File: config.mk
export PLATFORM = sky130hd
export DESIGN_NAME = req_fork_sync
export DESIGN_NICKNAME = d
export VERILOG_FILES = /design/src/rtl/req_fork_sync.sv
export SDC_FILE = /design/constraint.sdc
export NUM_CORES = 1
export LEC_CHECK = 0
export BUFFER_PORTS_ARGS = -buffer_cell sky130_fd_sc_hd__buf_2
export CAP_MARGIN = 25
export CORE_MARGIN = 3
export CORE_UTILIZATION = 50
export DETAILED_ROUTE_END_ITERATION = 8
export GPL_TIMING_DRIVEN = 0
export PLACE_DENSITY = 0.7
export SLEW_MARGIN = 20
export SYNTH_ARGS = -nofsm -noshare
export SYNTH_HDL_FRONTEND = slang
export SYNTH_SLANG_ARGS = --single-unit
File: constraint.sdc
create_clock -name clk -period 2 [get_ports clk]
set_input_delay 0.1 -clock clk [delete_from_list [all_inputs] [get_ports clk]]
set_output_delay 0.1 -clock clk [all_outputs]
set_load 0.03 [all_outputs]
File: src/rtl/req_fork_sync.sv
`default_nettype none
// ============================================================================
// Module : req_fork_sync
// Brief  : Clocked four-phase request fork. Upstream ack is returned once all
//          enabled branches complete the phase. Includes a stall timeout flag.
// Rev    : 1.0
// ============================================================================
module req_fork_sync #(
    parameter int REQ_NUMBER = 3,
    parameter int TIMEOUT    = 255,
    parameter int TO_W       = 8
) (
    input  logic                  clk,
    input  logic                  rstn,
    input  logic                  in_req,
    output logic                  in_ack,
    input  logic [REQ_NUMBER-1:0] en_mask,
    output logic [REQ_NUMBER-1:0] out_reqs,
    input  logic [REQ_NUMBER-1:0] out_acks,
    output logic [REQ_NUMBER-1:0] pending,
    output logic                  busy,
    output logic                  err,
    input  logic                  err_clr
);

    localparam logic [TO_W-1:0] C_TO_LAST = TO_W'(TIMEOUT - 1);
    localparam logic [TO_W-1:0] C_TO_MAX  = TO_W'(TIMEOUT);

    typedef enum logic [1:0] {
        S_IDLE = 2'd0,
        S_RISE = 2'd1,
        S_HOLD = 2'd2,
        S_FALL = 2'd3
    } state_t;

    state_t                state_q;
    logic [REQ_NUMBER-1:0] mask_q;
    logic [REQ_NUMBER-1:0] seen_q;
    logic [REQ_NUMBER-1:0] out_reqs_q;
    logic [TO_W-1:0]       count_q;
    logic                  in_ack_q;
    logic                  err_q;

    logic w_rise_done;
    logic w_fall_done;
    logic w_waiting;
    logic w_to_hit;

    // A branch counts as complete once its ack has been sampled in the
    // required level at least once this phase, so glitches are not revoked.
    assign w_rise_done = &(seen_q | out_acks | ~mask_q);
    assign w_fall_done = &(seen_q | ~out_acks | ~mask_q);
    assign w_waiting   = ((state_q == S_RISE) && !w_rise_done) ||
                         ((state_q == S_FALL) && !w_fall_done);
    assign w_to_hit    = w_waiting && (count_q == C_TO_LAST);

    always_ff @(posedge clk or negedge rstn) begin
        if (!rstn) begin
            state_q    <= S_IDLE;
            mask_q     <= '0;
            seen_q     <= '0;
            out_reqs_q <= '0;
            count_q    <= '0;
            in_ack_q   <= 1'b0;
            err_q      <= 1'b0;
        end else begin
            // Set is a one-shot event on reaching TIMEOUT, so a clear while
            // still stalled sticks; set beats a coincident clear.
            if (w_to_hit) begin
                err_q <= 1'b1;
            end else if (err_clr) begin
                err_q <= 1'b0;
            end

            if (w_waiting && (count_q != C_TO_MAX)) begin
                count_q <= count_q + TO_W'(1);
            end

            case (state_q)
                S_IDLE: begin
                    if (in_req) begin
                        mask_q     <= en_mask;
                        out_reqs_q <= en_mask;
                        seen_q     <= '0;
                        count_q    <= '0;
                        state_q    <= S_RISE;
                    end
                end
                S_RISE: begin
                    seen_q <= seen_q | out_acks;
                    if (w_rise_done) begin
                        in_ack_q <= 1'b1;
                        state_q  <= S_HOLD;
                    end
                end
                S_HOLD: begin
                    if (!in_req) begin
                        out_reqs_q <= '0;
                        seen_q     <= '0;
                        count_q    <= '0;
                        state_q    <= S_FALL;
                    end
                end
                S_FALL: begin
                    seen_q <= seen_q | ~out_acks;
                    if (w_fall_done) begin
                        in_ack_q <= 1'b0;
                        state_q  <= S_IDLE;
                    end
                end
                default: begin
                    state_q <= S_IDLE;
                end
            endcase
        end
    end

    assign in_ack   = in_ack_q;
    assign out_reqs = out_reqs_q;
    assign err      = err_q;
    assign busy     = (state_q != S_IDLE);
    assign pending  = ((state_q == S_RISE) || (state_q == S_FALL)) ?
                      (mask_q & ~seen_q) : '0;

endmodule
`default_nettype wire

# Word level (Yosys, flattened, before mapping)
# Cells that the tools add are included.
dict set report classes {
  add_sub_neg 1
  eq_ne 9
  n_mux 20
  bitwise_logic 8
  reduce_logical 20
}
# cell count
set op_table {}
lappend op_table {{8-bit two-way mux} 3}
lappend op_table {{8-bit case mux with 2 select lines} 1}
lappend op_table {{3-bit two-way mux} 4}
lappend op_table {{3-bit OR} 4}
lappend op_table {{3-bit case mux with 4 select lines} 1}
lappend op_table {{3-bit AND reduction} 4}
lappend op_table {{3-bit NOT} 3}
lappend op_table {{8-bit by 1-bit adder with 8-bit output, second input constant} 1}
lappend op_table {{8-bit equality test, second input constant} 1}
lappend op_table {{2-bit two-way mux} 4}
lappend op_table {{2-bit inequality test, second input constant} 4}
lappend op_table {{8-bit inequality test, second input constant} 1}
lappend op_table {{2-bit case mux with 4 select lines} 1}
lappend op_table {{2-bit nonzero test} 4}
lappend op_table {{3-bit case mux with 2 select lines} 1}
lappend op_table {{2-bit equality test, second input constant} 2}
lappend op_table {{1-bit logical AND} 4}
lappend op_table {{1-bit two-way mux} 4}
lappend op_table {{2-bit AND reduction} 2}
lappend op_table {{4-bit AND reduction} 1}
lappend op_table {{3-bit bitwise AND} 1}
lappend op_table {{2-bit by 1-bit equality test with 1-bit output, second input constant} 1}
lappend op_table {{1-bit zero test} 2}
lappend op_table {{2-bit zero test} 1}
lappend op_table {{other kinds (2)} 3}
dict set report word_totals {
  ff_bits 21
  inputBits 10
  word_cells 65
}

# Depth between registers and ports, before layout
# Gate-level depths: netlist of run 1.
dict set report depth {
  depth_word 11
  depth_mapped 8
  ltp_nobuf 6
}

# Least setup slack after synthesis of run 1
# Ideal clock, no wire load.
dict set report synth_path {
  path_kind {register to register}
  start {register state_q[0]}
  end {register state_q[1]}
  setup_time_ps 120
  arrival_ps 1888
  path_slack_ps -8
  path_stages_with_launch 7
  path_buffers 1
  synth_period_minus_slack_ps 2008
  path_cell_list {dfrtp_1 ha_1 mux2_2 a222oi_1 buf_4 a21oi_1 a31o_2}
}
dict set report synth_between {
  elab_chain_len 3
}
# item line
set synth_lines {}
lappend synth_lines {{from (decl)} 36} ;# state_t state_q;
lappend synth_lines {{from (signal assigned)} 59} ;# state_q <= S_IDLE;
lappend synth_lines {{from (signal assigned)} 86} ;# state_q <= S_RISE;
lappend synth_lines {{from (signal assigned)} 93} ;# state_q <= S_HOLD;
lappend synth_lines {{2-bit equality test, or another cell as far along} 79} ;# case (state_q)
lappend synth_lines {{2-bit inequality test (no source line)} -}
lappend synth_lines {{4-bit AND reduction (no source line)} -}
# Several ways; a longest one is shown, not always the timed one.
# A chain may end at the register's enable or synchronous reset.

# Final worst setup path of run 1
dict set report layout_path {
  start {register state_q[1]}
  end {register count_q[2]}
}
dict set report layout_between {
  elab_chain_len 7
}
# item line
set layout_lines {}
lappend layout_lines {{2-bit by 1-bit equality test with 1-bit output / 2-bit equality test (equally long branches)} {53, 54}}
lappend layout_lines {{1-bit logical AND, on equally long branches} {53, 54}}
lappend layout_lines {{1-bit logical OR} 53} ;# assign w_waiting = ((state_q == S_RISE) && !w_rise_done) ||
lappend layout_lines {{1-bit logical AND} 75} ;# if (w_waiting && (count_q != C_TO_MAX)) begin
lappend layout_lines {{8-bit two-way mux} 75}
lappend layout_lines {{8-bit two-way mux, on equally long branches} {97, 81}}
lappend layout_lines {{8-bit case mux with 2 select lines (*)} 79}
lappend layout_lines {{to (signal assigned)} 76} ;# count_q <= count_q + TO_W'(1);
lappend layout_lines {{to (decl)} 40} ;# logic [TO_W-1:0] count_q;
# Every way passes the cells marked *; elsewhere a longest branch is shown, timed or not.

==> impl_metrics.csv, run 1 <==
group,metric,value,unit
routing,dr.first_iter.drc_count,29,
synthesis,synth_nets,143,
finish,nets,179,
finish,regArea,527,µm²
clock_tree,cts_sinks,21,
timing,finalSetupTns,-0.0988,ns
critical_path,crit_fanout,5,
critical_path,critPathLaunchType,"flop",
timing,timing.final.setup_violations,4,
synthesis,yosys_warnings,0,
worst_hold_path,hp-class,"input port to flop",
timing,rsz0062_at_grt,"true",
floorplanning,start_util,53.7,%
synthesis,synth_top_area_share,43.0,%
global_route,grt.total_usage,18.7,%
timing,slew_violations,0,
finish,layout-drive-gt1-share,34.0,%
synthesis,synth_top_cell_by_area,"dfrtp_1",
global_route,grt_pass1_vias,1055,
run_status,status,"complete, but fails checks",
timing,slew_headroom,66.8,%
critical_path,path_delay_family,"compound AO/OA/AOI/OAI gates",
routing,ant_nets,0,
synthesis,ys_top_cells_by_area,"dfrtp_1 43%, a21oi_1 7.8%, ha_1 6.1%",
synthesis,yosysSeqAreaShare,43.0,%
synthesis,yosys.cell_types.count,34,
critical_path,required,2.22,ns
routing,wl_per_cell,14.7,µm
timing,finalHoldViolCount,0,
routing,first_pass_iters,4,
power,ir_drop,0.981,mV
critical_path,crit_end,"count_q[2]$_DFF_PN0_",
clock_tree,cts_tree,"done",
job,cap_violations,0,
placed_design,dp_cells,173,
routing,vias,1093,
critical_path,cp-startpoint,"state_q[1]$_DFFE_PN0P_",
routing,wl,2790,µm
floorplanning,fp.dieH,55.4,µm
global_route,antenna_found_initial,0,
synthesis,synth-edff-count,0,
placed_design,hpwlAfterDp,1800,µm
global_route,grt_pass1_wl,4710,µm
run_status,violations,"negative setup slack",
clock_tree,clock_latency,0.31,ns
power,sw_frac_of_total,44.4,%
clock_tree,clock_path_buffers,2,
timing,tightest_slew,0.495,ns
clock_tree,htreeDepth,1,
finish,nFillCells,163,
critical_path,critPathKind,"flop to flop",
critical_path,cp-end-kind,"flop",
power,p_leak,0.000688,µW
critical_path,r2r_slack,-0.05,ns
timing,fmaxAchievable,0.488,GHz
critical_path,slowest_stage,"dfrtp_1",
timing,setup_ws,-0.0484,ns
worst_hold_path,min-delay-start,"en_mask[2]",
routing,via_per_inst,5.75,
critical_path,cp.depth,8,
floorplanning,row_count,17,
critical_path,rr_startpoint,"state_q[1]$_DFFE_PN0P_",
power,power_density,1450,nW/µm²
power,clkPwrFrac,9.7,%
routing,drc,0,
critical_path,cp.arrival,2.26,ns
global_route,grt_max_degree,22,
synthesis,ys_async_sr_fraction,100,%
synthesis,syn_avg_cell_area,9.63,µm²
critical_path,r2r_end,"count_q[2]$_DFF_PN0_",
power,internal_power,1240,µW
critical_path,crit_chain,"inv_2 > ha_4 > mux2_4 > a222oi_1 > buf_4 > buf_6 > and2b_1 > o221a_2",
synthesis,synth_top_flop_cell,"dfrtp_1",
finish,num_antenna_cells,0,
critical_path,max_stage_delay,0.44,ns
clock_tree,numCtsBuffers,3,
power,pwr-share-comb,60.4,%
critical_path,cp_num_buf_inv,3,
critical_path,rr_worst_depth,8,
floorplanning,core_area,2280,µm²
floorplanning,num_io_pins,19,
power,fin_total_pwr,2230,µW
synthesis,ys_seq_elements,21,
finish,multi_input_area,677,µm²
placed_design,port_buffers,18,
global_route,grt_overflow_total,0,
timing,fin_crit,2.05,ns
floorplanning,dieArea,3070,µm²
clock_tree,ctsRootBufferMaster,"clkbuf_4",
synthesis,syn_area,1220,µm²
timing,finalCritPeriodShare,102,%
power,p_sw,989,µW
timing,finalClockSkew,0.00190,ns
floorplanning,die_w,55.4,µm
clock_tree,path_clk_slew,0.13,ns
finish,syn2layout_area_growth,25.4,%
finish,utilization,67.3,%
synthesis,synth_cells,127,
placed_design,place.gp.congestion,0.822,
power,p_seq_share,29.8,%
finish,final_cells,190,
[cell families (layout without fill, tap and decap cells)]
group                    Yosys count  in the layout  synth area share (%)
multiplexers                       7              7                  6.35
adder cells (fa/ha/maj)            6              6                  6.14
flip-flops                        21             21                  43.0
AND/OR/NAND/NOR                   38             38                  17.1
buffers and inverters             13             48                  5.63
AO/OA/AOI/OAI                     42             42                  21.8
[power groups by stage]
stage	Combinational (µW)	Clock, µW	Sequential (µW)
floorplan	784	0	701
detailed placement	1090	0	654
global placement	1060	0	648
finish	1350	217	665
CTS	1270	226	662
global route	1490	241	679
[worst register-to-register path, delay by kind of cell (launching register included)]
family,cells,cell delay [ns]
AO/OA/AOI/OAI,2,0.55
flip-flops,1,0.44
buffers and inverters,3,0.37
multiplexers,1,0.27
adder cells (fa/ha/maj),1,0.17
AND/OR/NAND/NOR,1,0.16
[Yosys cell counts, drive strengths merged (2+ instances only)]
cell type and count:
a21oi 19, nand2 7, o22ai 3, inv 10, o21ai 9, nand4 2, or4 2, nor2b 7
dfrtp 21, nor2 6, or3 4, mux2 6, nand3 2, ha 6, nand2b 3, o211ai 3
buf 2
[state kept, by name, summed over array words and instances (netlist names)]
| name | cells |
|---|---|
| mask_q | 3 |
| seen_q | 3 |
| out_reqs | 3 |
| in_ack | 1 |
| err | 1 |
| state_q | 2 |
| count_q | 8 |
[per-layer routing]
layer  vias to the layer above  routed length [µm]  GRT usage [%]
li1                        534                   -              -
met1                       523                1350           26.2
met2                        27                1290           28.7
met3                         9                  94           3.50
met4                         0                  59           6.94
met5                         -                   0              0
[per-stage QoR]
step,hold slack [ns],worst slack [ns],area [µm²]
2_1_floorplan,-0.196,0.0104,1220
3_3_place_gp,0.0815,-0.300,1350
3_5_place_dp,0.0933,-0.317,1350
4_1_cts,0.0254,-0.0271,1500
5_1_grt,0.0218,-0.186,1530
6_report,0.0310,-0.0484,1530
[timing repair]
item | 4_1_cts | 5_1_grt
endpoints found under the setup margin | 12 | 15
endpoints found under the hold margin | 22 | 0
gates resized for setup | 9 | 6
hold buffers | 2 | 0
buffers inserted | 7 | 3
cloned | 1 | 0
pin swaps | 3 | 2
[how the worst min path moves through the flow]
stage	slack, ns	to	cells after the start
6_report	0.03	mask_q[2]$_DFFE_PN0P_	2
5_1_grt	0.02	mask_q[2]$_DFFE_PN0P_	2
2_1_floorplan	-0.20	count_q[0]$_DFF_PN0_	0
3_3_place_gp	0.08	count_q[2]$_DFF_PN0_	1
3_5_place_dp	0.09	count_q[2]$_DFF_PN0_	1
4_1_cts	0.03	mask_q[2]$_DFFE_PN0P_	2
[cells in the final DEF (no fill, tap or decap), drive strengths merged, types with 2 or more instances in the layout]
master / instances
or3: 4
nor2: 6
nand2: 7
dfrtp: 21
buf: 31
o22ai: 3
nand3: 2
nand2b: 3
a21oi: 19
or4: 2
nor2b: 7
ha: 6
clkbuf: 4
o21ai: 9
o211ai: 3
dlygate4sd3: 2
mux2: 6
nand4: 2
inv: 10
[layout make-up]
type                       instances  share of cell area (%)
clock inverter                     1                   0.490
clock buffer                       3                    1.47
sequential                        21                    34.4
tap                               28                    2.29
multi-input combinational         93                    44.2
timing repair buffer              31                    12.7
inverter                          10                    2.45
buffer                             3                    2.12
Note: power is estimated with default switching activity, not from simulation.
==> inputs of run 2 (changes only) <==
- RECOVER_POWER: unset -> 50
==> run 2 against run 1 <==
Compared with the run above: the run still ends with negative setup slack left; combinational power is essentially flat; cell count is the same; clock power is essentially flat; utilization shrank 0.055 points; hold slack is the same; count of clock-buffer cells in the layout is the same; critical path depth is the same; highest routed layer unchanged.
==> impl_metrics.csv, run 2 (same netlist as run 1, synthesis figures left out) <==
group,metric,value,unit
worst_hold_path,hp-class,"input port to flop",
placed_design,place_ws,-0.317,ns
floorplanning,core_area,2280,µm²
finish,nets,179,
critical_path,path_delay_family,"compound AO/OA/AOI/OAI gates",
placed_design,hpwlAfterDp,1800,µm
worst_hold_path,min-delay-start,"en_mask[2]",
global_route,grt_pass1_vias,1055,
placed_design,port_buffers,18,
critical_path,crit_fanout,5,
job,cap_violations,0,
global_route,grt_util_met1,26.2,%
power,ir_drop,0.981,mV
timing,finalClockSkew,0.00191,ns
global_route,grt_pass1_wl,4710,µm
finish,layout-drive-gt1-share,33.3,%
routing,dr.first_iter.drc_count,29,
global_route,grt_overflow_total,0,
critical_path,critPathKind,"flop to flop",
routing,ant_nets,0,
routing,first_pass_iters,4,
power,pwr-share-comb,60.4,%
global_route,use_met2,28.7,%
finish,final_cells,190,
clock_tree,cts_sinks,21,
global_route,grt-busiest-layer,"met2",
critical_path,r2r_end,"count_q[2]$_DFF_PN0_",
critical_path,critPathLaunchType,"flop",
critical_path,required,2.22,ns
routing,via_per_inst,5.75,
run_status,violations,"negative setup slack",
critical_path,r2r_slack,-0.05,ns
floorplanning,num_io_pins,19,
finish,syn2layout_area_growth,25.3,%
clock_tree,cts_tree,"done",
critical_path,cp-end-kind,"flop",
clock_tree,numCtsBuffers,3,
finish,mostFrequentLayoutCells,"20 x dfrtp_1, 18 x buf_2, 17 x a21oi_1, 10 x buf_4, 9 x inv_1",
placed_design,dp_cells,173,
timing,finalCritPeriodShare,102,%
worst_hold_path,min_path_cells,2,
floorplanning,start_util,53.7,%
worst_hold_path,min_to,"mask_q[2]$_DFFE_PN0P_",
timing,timing.final.setup_violations,4,
timing,slew_violations,0,
routing,wl,2790,µm
clock_tree,htreeDepth,1,
power,p_seq_share,29.8,%
finish,num_antenna_cells,0,
power,p_sw,989,µW
routing,wl_per_cell,14.7,µm
finish,mostFrequentLayoutCell,"dfrtp_1",
global_route,grt_max_degree,22,
global_route,antenna_found_initial,0,
finish,largest_register_ffs,8,
routing,vias,1093,
timing,tightest_slew,1.15,ns
power,internal_power,1240,µW
clock_tree,path_clk_slew,0.13,ns
power,clkPwrFrac,9.7,%
floorplanning,die_w,55.4,µm
floorplanning,fp.dieH,55.4,µm
routing,drc,0,
critical_path,cp.arrival,2.26,ns
critical_path,crit_chain,"inv_2 > ha_4 > mux2_4 > a222oi_1 > buf_4 > buf_6 > and2b_1 > o221a_2",
power,p_leak,0.000686,µW
timing,setup_ws,-0.0484,ns
critical_path,slowest_stage,"dfrtp_1",
power,fin_total_pwr,2230,µW
floorplanning,row_count,17,
run_status,status,"complete, but fails checks",
timing,rsz0062_at_grt,"true",
timing,fmaxAchievable,0.488,GHz
critical_path,cp_num_buf_inv,3,
timing,finalHoldViolCount,0,
floorplanning,dieArea,3070,µm²
placed_design,place_area,1350,µm²
clock_tree,clock_latency,0.31,ns
clock_tree,ctsRootBufferMaster,"clkbuf_4",
critical_path,cp.depth,8,
clock_tree,clock_path_buffers,2,
timing,slew_headroom,23.5,%
power,sw_frac_of_total,44.4,%
power,power_density,1450,nW/µm²
finish,regMostFlops,"count_q",
timing,fin_crit,2.05,ns
finish,finish.instance_area,1530,µm²
critical_path,rr_worst_depth,8,
critical_path,max_stage_delay,0.44,ns
critical_path,rr_startpoint,"state_q[1]$_DFFE_PN0P_",
global_route,grtUsageMet3,3.50,%
placed_design,place.gp.congestion,0.822,
global_route,grt.total_usage,18.7,%
run 2: changes by cell type in the layout (fill, tap and decap cells not counted):
| cell | previous run | this run |
|---|---|---|
| buf_2 | 19 | 18 |
| clkbuf_1 | 0 | 1 |
run 2: per-layer routing:
layer  vias up  routed length [µm]
li1        534                   -
met2        27                1290
met3         9                  94
met4         0                  59
met1       523                1340
met5         -                   0
run 2: worst max path at each step:
stage	startpoint	endpoint	slack [ns]
2_1_floorplan	state_q[0]$_DFFE_PN0P_	state_q[1]$_DFFE_PN0P_	0.01
3_3_place_gp	state_q[0]$_DFFE_PN0P_	count_q[4]$_DFF_PN0_	-0.30
3_5_place_dp	state_q[1]$_DFFE_PN0P_	count_q[4]$_DFF_PN0_	-0.32
4_1_cts	state_q[1]$_DFFE_PN0P_	count_q[2]$_DFF_PN0_	-0.03
5_1_grt	state_q[1]$_DFFE_PN0P_	count_q[2]$_DFF_PN0_	-0.19
6_report	state_q[1]$_DFFE_PN0P_	count_q[2]$_DFF_PN0_	-0.05
run 2: metrics by stage:
| stage | hold WS (ns) | utilization (%) | setup TNS, ns |
|---|---|---|---|
| 6_report | 0.0310 | 67.3 | -0.0988 |
| 5_1_grt | 0.0218 | 67.3 | -1.55 |
| 3_3_place_gp | 0.0815 | 59.2 | -3.07 |
| 4_1_cts | 0.0254 | 65.8 | -0.0271 |
| 3_5_place_dp | 0.0933 | 59.2 | -3.29 |
| 2_1_floorplan | -0.196 | - | 0 |
run 2: cell type report:
type | instances | area (µm²)
Sequential cell | 21 | 527
Buffer | 3 | 32.5
Fill cell | 164 | 744
Tap cell | 28 | 35.0
Clock buffer | 3 | 22.5
Multi-Input combinational cell | 93 | 677
Timing Repair Buffer | 31 | 193
Clock inverter | 1 | 7.51
Inverter | 10 | 37.5
run 2: power by group through the flow:
stage	clock network, µW	registers, µW	logic (µW)
final	217	665	1350
after global routing	241	679	1490
after CTS	226	662	1270
after detailed placement	0	654	1090
after global placement	0	648	1060
after floorplan	0	701	784
run 2: what timing repair did:
item | CTS | global route
setup buffers | 7 | 3
hold buffers | 2 | 0
resized for setup | 9 | 6
pin swaps | 3 | 2
hold endpoints to repair | 22 | 0
setup endpoints to repair | 12 | 15
cloned | 1 | 0
run 2: worst reg2reg max path, delay by kind of cell (launching register included):
family                     cells  cell delay [ns]
adders and majority gates      1             0.17
DFF                            1             0.44
buffers and inverters          3             0.37
muxes                          1             0.27
and+or+nand+nor                1             0.16
AOI/OAI and AO/OA              2             0.55
